--- config.mk ---
export PLATFORM = sky130hd
export DESIGN_NAME = prv664_gscoreboard
export DESIGN_NICKNAME = d
export VERILOG_FILES = /design/src/rtl/prv664_sb_pkg.sv /design/src/rtl/prv664_gscoreboard_cell.sv /design/src/rtl/prv664_gscoreboard.sv
export SDC_FILE = /design/constraint.sdc
export NUM_CORES = 2
export LEC_CHECK = 0
export CELL_PAD_IN_SITES_DETAIL_PLACEMENT = 1
export CELL_PAD_IN_SITES_GLOBAL_PLACEMENT = 1
export CORE_UTILIZATION = 45
export DETAILED_ROUTE_END_ITERATION = 8
export GPL_ROUTABILITY_DRIVEN = 0
export PLACE_DENSITY_LB_ADDON = 0.15
export REMOVE_ABC_BUFFERS = 1
export SLEW_MARGIN = 20
export SYNTH_ARGS = -nofsm -noshare
export SYNTH_HDL_FRONTEND = slang
export SYNTH_SLANG_ARGS = --single-unit
--- constraint.sdc ---
create_clock -name clk_i -period 10.1 [get_ports clk_i]
set_input_delay 1.01 -clock clk_i [delete_from_list [all_inputs] [get_ports clk_i]]
set_output_delay 1.01 -clock clk_i [all_outputs]
set_load 0.01 [all_outputs]
--- src/rtl/prv664_sb_pkg.sv ---
// rtl/prv664_sb_pkg.sv - shared types and constants for the register scoreboard
package prv664_sb_pkg;

  localparam int SB_NREG  = 32;
  localparam int SB_IDLEN = 8;

  typedef logic [$clog2(SB_NREG)-1:0] sb_idx_t;
  typedef logic [SB_IDLEN-1:0]        itag_t;

  localparam string RNM_ENABLE = "ENABLE";

endpackage

--- src/rtl/prv664_gscoreboard_cell.sv ---
// rtl/prv664_gscoreboard_cell.sv - one register's busy bit and pending itag
module prv664_gscoreboard_cell
  import prv664_sb_pkg::*;
#(
  parameter int NDISP    = 2,
  parameter int NCMT     = 2,
  parameter int IDLEN    = 8,
  parameter bit RNM_EN   = 1'b1,
  parameter bit TIE_ZERO = 1'b0
) (
  input  logic                   clk_i,
  input  logic                   arst_i,
  input  logic                   flush_i,
  input  logic [NDISP-1:0]       disp_hit_i,
  input  logic [NDISP*IDLEN-1:0] disp_itag_i,
  input  logic [NCMT-1:0]        cmt_hit_i,
  input  logic [NCMT*IDLEN-1:0]  cmt_itag_i,
  output logic                   busy_o,
  output logic                   busy_nxt_o,
  output logic [IDLEN-1:0]       pitag_o,
  output logic                   clr_now_o
);

  logic             busy_q, busy_d;
  logic [IDLEN-1:0] pitag_q, pitag_d;
  logic             clr_now;

  // With renaming on, only the writer we are waiting for may release the register
  always_comb begin
    clr_now = 1'b0;
    for (int k = 0; k < NCMT; k++) begin
      if (cmt_hit_i[k] && (!RNM_EN || (cmt_itag_i[k*IDLEN +: IDLEN] == pitag_q))) begin
        clr_now = 1'b1;
      end
    end
    if (TIE_ZERO) clr_now = 1'b0;
  end

  always_comb begin
    busy_d  = busy_q;
    pitag_d = pitag_q;
    if (flush_i) begin
      busy_d = 1'b0;
    end else if (|disp_hit_i) begin
      busy_d = 1'b1;
      // ascending scan so the youngest matching slot lands last
      for (int k = 0; k < NDISP; k++) begin
        if (disp_hit_i[k]) pitag_d = disp_itag_i[k*IDLEN +: IDLEN];
      end
    end else if (clr_now) begin
      busy_d = 1'b0;
    end
    if (TIE_ZERO) begin
      busy_d  = 1'b0;
      pitag_d = '0;
    end
  end

  always_ff @(posedge clk_i or posedge arst_i) begin
    if (arst_i) begin
      busy_q  <= 1'b0;
      pitag_q <= '0;
    end else begin
      busy_q  <= busy_d;
      pitag_q <= pitag_d;
    end
  end

  assign busy_o     = busy_q;
  assign busy_nxt_o = busy_d;
  assign pitag_o    = pitag_q;
  assign clr_now_o  = clr_now;

endmodule

--- src/rtl/prv664_gscoreboard.sv ---
// rtl/prv664_gscoreboard.sv - parametrised register scoreboard with flush, bypassed reads and busy count
module prv664_gscoreboard
  import prv664_sb_pkg::*;
#(
  parameter int    NREG    = 32,
  parameter int    NDISP   = 2,
  parameter int    NCMT    = 2,
  parameter int    NRD     = 4,
  parameter int    IDLEN   = 8,
  parameter string RNM     = "ENABLE",
  parameter int    ZERO_HW = 1
) (
  input  logic                            clk_i,
  input  logic                            arst_i,
  input  logic                            flush_i,
  input  logic [NDISP-1:0]                disp_valid_i,
  input  logic [NDISP*$clog2(NREG)-1:0]   disp_rdindex_i,
  input  logic [NDISP*IDLEN-1:0]          disp_itag_i,
  input  logic [NCMT-1:0]                 cmt_valid_i,
  input  logic [NCMT-1:0]                 cmt_wren_i,
  input  logic [NCMT*$clog2(NREG)-1:0]    cmt_rdindex_i,
  input  logic [NCMT*IDLEN-1:0]           cmt_itag_i,
  input  logic [NRD*$clog2(NREG)-1:0]     rd_index_i,
  output logic [NRD-1:0]                  rd_busy_o,
  output logic [NRD*IDLEN-1:0]            rd_itag_o,
  output logic [NREG-1:0]                 busy_flag_o,
  output logic [NREG*IDLEN-1:0]           id_flag_o,
  output logic [$clog2(NREG):0]           busy_cnt_o
);

  localparam int IW = $clog2(NREG);
  localparam int CW = IW + 1;
  localparam bit RNM_EN = (RNM == RNM_ENABLE);

  logic [NREG-1:0]       busy, busy_nxt, clr_now;
  logic [NREG*IDLEN-1:0] pitag;
  logic [NDISP-1:0]      dhit [NREG];
  logic [NCMT-1:0]       chit [NREG];
  logic [CW-1:0]         busy_cnt_q, busy_cnt_d;

  always_comb begin
    dhit = '{default: '0};
    chit = '{default: '0};
    for (int g = 0; g < NREG; g++) begin
      for (int k = 0; k < NDISP; k++) begin
        dhit[g][k] = disp_valid_i[k] && (disp_rdindex_i[k*IW +: IW] == IW'(g));
      end
      for (int k = 0; k < NCMT; k++) begin
        chit[g][k] = cmt_valid_i[k] && cmt_wren_i[k] && (cmt_rdindex_i[k*IW +: IW] == IW'(g));
      end
    end
  end

  for (genvar g = 0; g < NREG; g++) begin : g_cell
    prv664_gscoreboard_cell #(
      .NDISP    (NDISP),
      .NCMT     (NCMT),
      .IDLEN    (IDLEN),
      .RNM_EN   (RNM_EN),
      .TIE_ZERO ((ZERO_HW != 0) && (g == 0))
    ) u_cell (
      .clk_i       (clk_i),
      .arst_i      (arst_i),
      .flush_i     (flush_i),
      .disp_hit_i  (dhit[g]),
      .disp_itag_i (disp_itag_i),
      .cmt_hit_i   (chit[g]),
      .cmt_itag_i  (cmt_itag_i),
      .busy_o      (busy[g]),
      .busy_nxt_o  (busy_nxt[g]),
      .pitag_o     (pitag[g*IDLEN +: IDLEN]),
      .clr_now_o   (clr_now[g])
    );
  end

  // Counting the next-state vector keeps the count aligned with busy_flag_o
  always_comb begin
    busy_cnt_d = '0;
    for (int i = 0; i < NREG; i++) begin
      busy_cnt_d = busy_cnt_d + CW'(busy_nxt[i]);
    end
  end

  always_ff @(posedge clk_i or posedge arst_i) begin
    if (arst_i) busy_cnt_q <= '0;
    else        busy_cnt_q <= busy_cnt_d;
  end

  always_comb begin
    rd_busy_o = '0;
    rd_itag_o = '0;
    for (int r = 0; r < NRD; r++) begin
      rd_busy_o[r] = busy[rd_index_i[r*IW +: IW]] & ~clr_now[rd_index_i[r*IW +: IW]];
      rd_itag_o[r*IDLEN +: IDLEN] = pitag[rd_index_i[r*IW +: IW]*IDLEN +: IDLEN];
    end
  end

  assign busy_flag_o = busy;
  assign id_flag_o   = pitag;
  assign busy_cnt_o  = busy_cnt_q;

endmodule

==> results.ini <==
[power]
p_total_mw=7.45
ir_drop_uv=121
p_leak_nw=14.3
p_per_area_nw_per_um2=205

[worst_setup_path]
slowest_stage=nor2_1
critPathLaunchType=input port
slowest_delay_ns=0.85
rrSetupSlack_ns=2.73
cp_common_cell=fa_1
worst-path-max-fanout=17
rr_worst_depth=19
rr_endpoint=busy_cnt_o[4]$_DFF_PP0_
arrival_ns=8.47
worstPathCellList=clkdlybuf4s50_1 -> nand4_1 -> nor3_2 -> a21oi_1 -> nor2_1 -> a31o_2 -> fa_1 -> inv_1 -> fa_1 -> inv_1 -> fa_1 -> inv_1 -> fa_1 -> fa_1 -> fa_1 -> fa_1 -> fa_1 -> inv_1 -> a21o_1 -> a21oi_1 -> xnor2_1
r2r_start=g_cell[24].u_cell.pitag_o[5]$_DFFE_PP0P_
worstSetupEndpointType=flip-flop
worstSetupPathType=input port to flip-flop
required_ns=10.57

[run_status]
violations=DRC
outcome=finished, violations left

[route]
wl_met2_um=69500
wl_met3_um=31300
drt-initial-drc-count=5554
finalWirelength_um=175000
met1_length_um=59600
antenna_left=0
wl_per_cell_um=42.5
dr.max_layer_used=met5
drt_first_pass_iters=9
route.vias.total=32021
drcViolationCount=27
routed_via_density=7.77

[synthesis]
async_flop_share_pct=100
synth_edf_count=0
yosys.cell_count.top_type=mux4_2
synthTopCellsByCount=333 x mux4_2, 317 x nor2_1, 288 x a21oi_1
synth_cells=3024
syn-cell-area_um2=30800
yosys_most_used_dff=dfrtp_1
ys_warn_count=0
ys_ff_latch=285
yosysTopAreaCell=mux4_2
synthTopCellsByArea=mux4_2 24%, dfrtp_1 23%, mux2i_1 9.0%
yosysSeqAreaShare_pct=23.2
synth_top_area_share_pct=24.3
avgSynthCellArea_um2=10.2
ys_types=59

[global_route]
grt_pass1_vias=31514
antenna_found_initial=13
grt_pass1_wl_um=244000
grt-ovfl-total=0
grt_start_max_net_pins=93
grt_usage_pct=49.7

[layout]
layout-area-overhead-vs-synth_pct=17.7
drive_gt1_share_pct=19.1
nNetsFinal=3321
fin_util_pct=53.8
final_area_um2=36200
fin_cells=4120

[placement]
dpl_worst_slack_ns=1.66
port_buffers=401
place_inst=4044
post-dp-hpwl_um=120000
dpl_cell_area_um2=34800

[floorplanning]
die_h_um=264
dieArea_um2=69500
core_area_um2=67400
rows=95
initial_core_util_pct=45.7
pin_count=411
fp.dieW_um=264

[min_path]
min_path_cells=2
hp-class=flip-flop to flip-flop
min-delay-start=g_cell[25].u_cell.pitag_o[2]$_DFFE_PP0P_
hold_path_end=g_cell[25].u_cell.pitag_o[2]$_DFFE_PP0P_

[sta]
hold_viol=0
rsz0062_at_grt=no
period_needed_ns=7.99
fin_worst_skew_ns=0.0318
post-route-period-util_pct=79.2
timing.final.max_slew_violations=0
holdWs_ns=0.720
final.setup.worst_slack_ns=2.11
worstMarginPinSlew_ns=1.32
max-slew-margin-rel_pct=11.6
max_freq_mhz=125
tns_ns=0
finalSetupViolations=0

[clocking]
cts_tree=built
cts_setup_buffers=0
clockBufferDepth=3
numCtsBuffers=37
cts.repair.resized=0
insertion_delay_ns=0.62
cts_hold_buf=0
h-tree-depth=2
cts.sinks=285
cts_root_buffer=clkbuf_16
clk_pin_slew_ns=0.06

[run]
maxCapViolCount=0

layout make-up:
type,instances,area (um^2)
Fill cell,7271,31200
Multi-Input combinational cell,2355,22000
Sequential cell,285,7130
Timing Repair Buffer,485,4520
Tap cell,873,1090
Clock buffer,51,1080
Clock inverter,13,245
Inverter,46,180
Antenna cell,12,30.0
per-layer routing:
metal | track usage (%) | up-vias
li1 | - | 11461
met4 | 31.0 | 12
met3 | 26.5 | 1102
met2 | 68.0 | 3424
met5 | 1.52 | -
met1 | 60.6 | 16022
logic make-up after synthesis:
family                     count (synthesis)  share of synthesized area [%]
AOI/OAI and AO/OA                        409                           7.81
xor gates and xnor gates                 499                           14.2
adders and majority gates                 30                           1.78
buffers and inverters                    392                           5.81
DFF                                      285                           23.2
muxes                                    681                           35.9
other                                      1                         0.0122
and+or+nand+nor                          727                           11.3
flip-flops by register name, summed over array words and instances, names as in the netlist:
register / flops
g_cell.u_cell.busy_o: 31
busy_cnt_o: 6
g_cell.u_cell.pitag_o: 248
power breakdown:
part	switching (mW)	internal, mW	total [mW]
Sequential	1.23	1.40	2.63
Clock	0.601	0.903	1.50
Combinational	1.55	1.76	3.31
Total	3.39	4.06	7.45
worst max path at each step:
stage	cells past startpoint	from	slack, ns	to
global placement	20	disp_rdindex_i[8]	2.00	busy_cnt_o[4]$_DFF_PP0_
CTS	20	disp_rdindex_i[8]	2.22	busy_cnt_o[4]$_DFF_PP0_
detailed placement	20	disp_rdindex_i[8]	1.66	busy_cnt_o[4]$_DFF_PP0_
global route	21	disp_rdindex_i[7]	1.83	busy_cnt_o[4]$_DFF_PP0_
floorplan	1	arst_i	1.23	busy_cnt_o[0]$_DFF_PP0_
finish	21	disp_rdindex_i[7]	2.11	busy_cnt_o[4]$_DFF_PP0_
placed cells by master, fill, tap and decap left out, drive strengths merged, types with 6 or more instances in the layout:
| cell type | synthesis | routed |
|---|---|---|
| clkdlybuf4s50 | 0 | 372 |
| mux4 | 333 | 333 |
| nor2 | 324 | 324 |
| a21oi | 288 | 288 |
| dfrtp | 285 | 285 |
| mux2i | 277 | 277 |
| xor2 | 253 | 253 |
| xnor2 | 246 | 246 |
| buf | 166 | 113 |
| nand2 | 79 | 79 |
| nand4 | 77 | 77 |
| mux2 | 71 | 71 |
| nor4 | 58 | 58 |
| nor3 | 58 | 58 |
| clkbuf | 180 | 51 |
| inv | 46 | 47 |
| nand3 | 43 | 43 |
| nor2b | 32 | 32 |
| a22o | 30 | 30 |
| fa | 23 | 23 |
| a31oi | 20 | 20 |
| nand2b | 18 | 18 |
| o21ai | 17 | 17 |
| diode | 0 | 12 |
| a31o | 9 | 9 |
| conb | 1 | 9 |
| and3 | 8 | 8 |
| a211o | 7 | 7 |
| ha | 7 | 7 |
| o41ai | 7 | 7 |
| nand4b | 6 | 6 |
| and2 | 6 | 6 |
| o21bai | 6 | 6 |
| a221oi | 6 | 6 |
| bufinv | 0 | 6 |
| clkinv | 0 | 6 |
worst max-delay path: cells and delay by family:
family / cells / cell delay [ns]
compound gates: 4 / 0.62
buf+inv: 5 / 1.04
fa+ha+maj: 8 / 3.65
xor+xnor: 1 / 0.13
simple gates: 3 / 2.01
(Power assumes the default switching activity.)
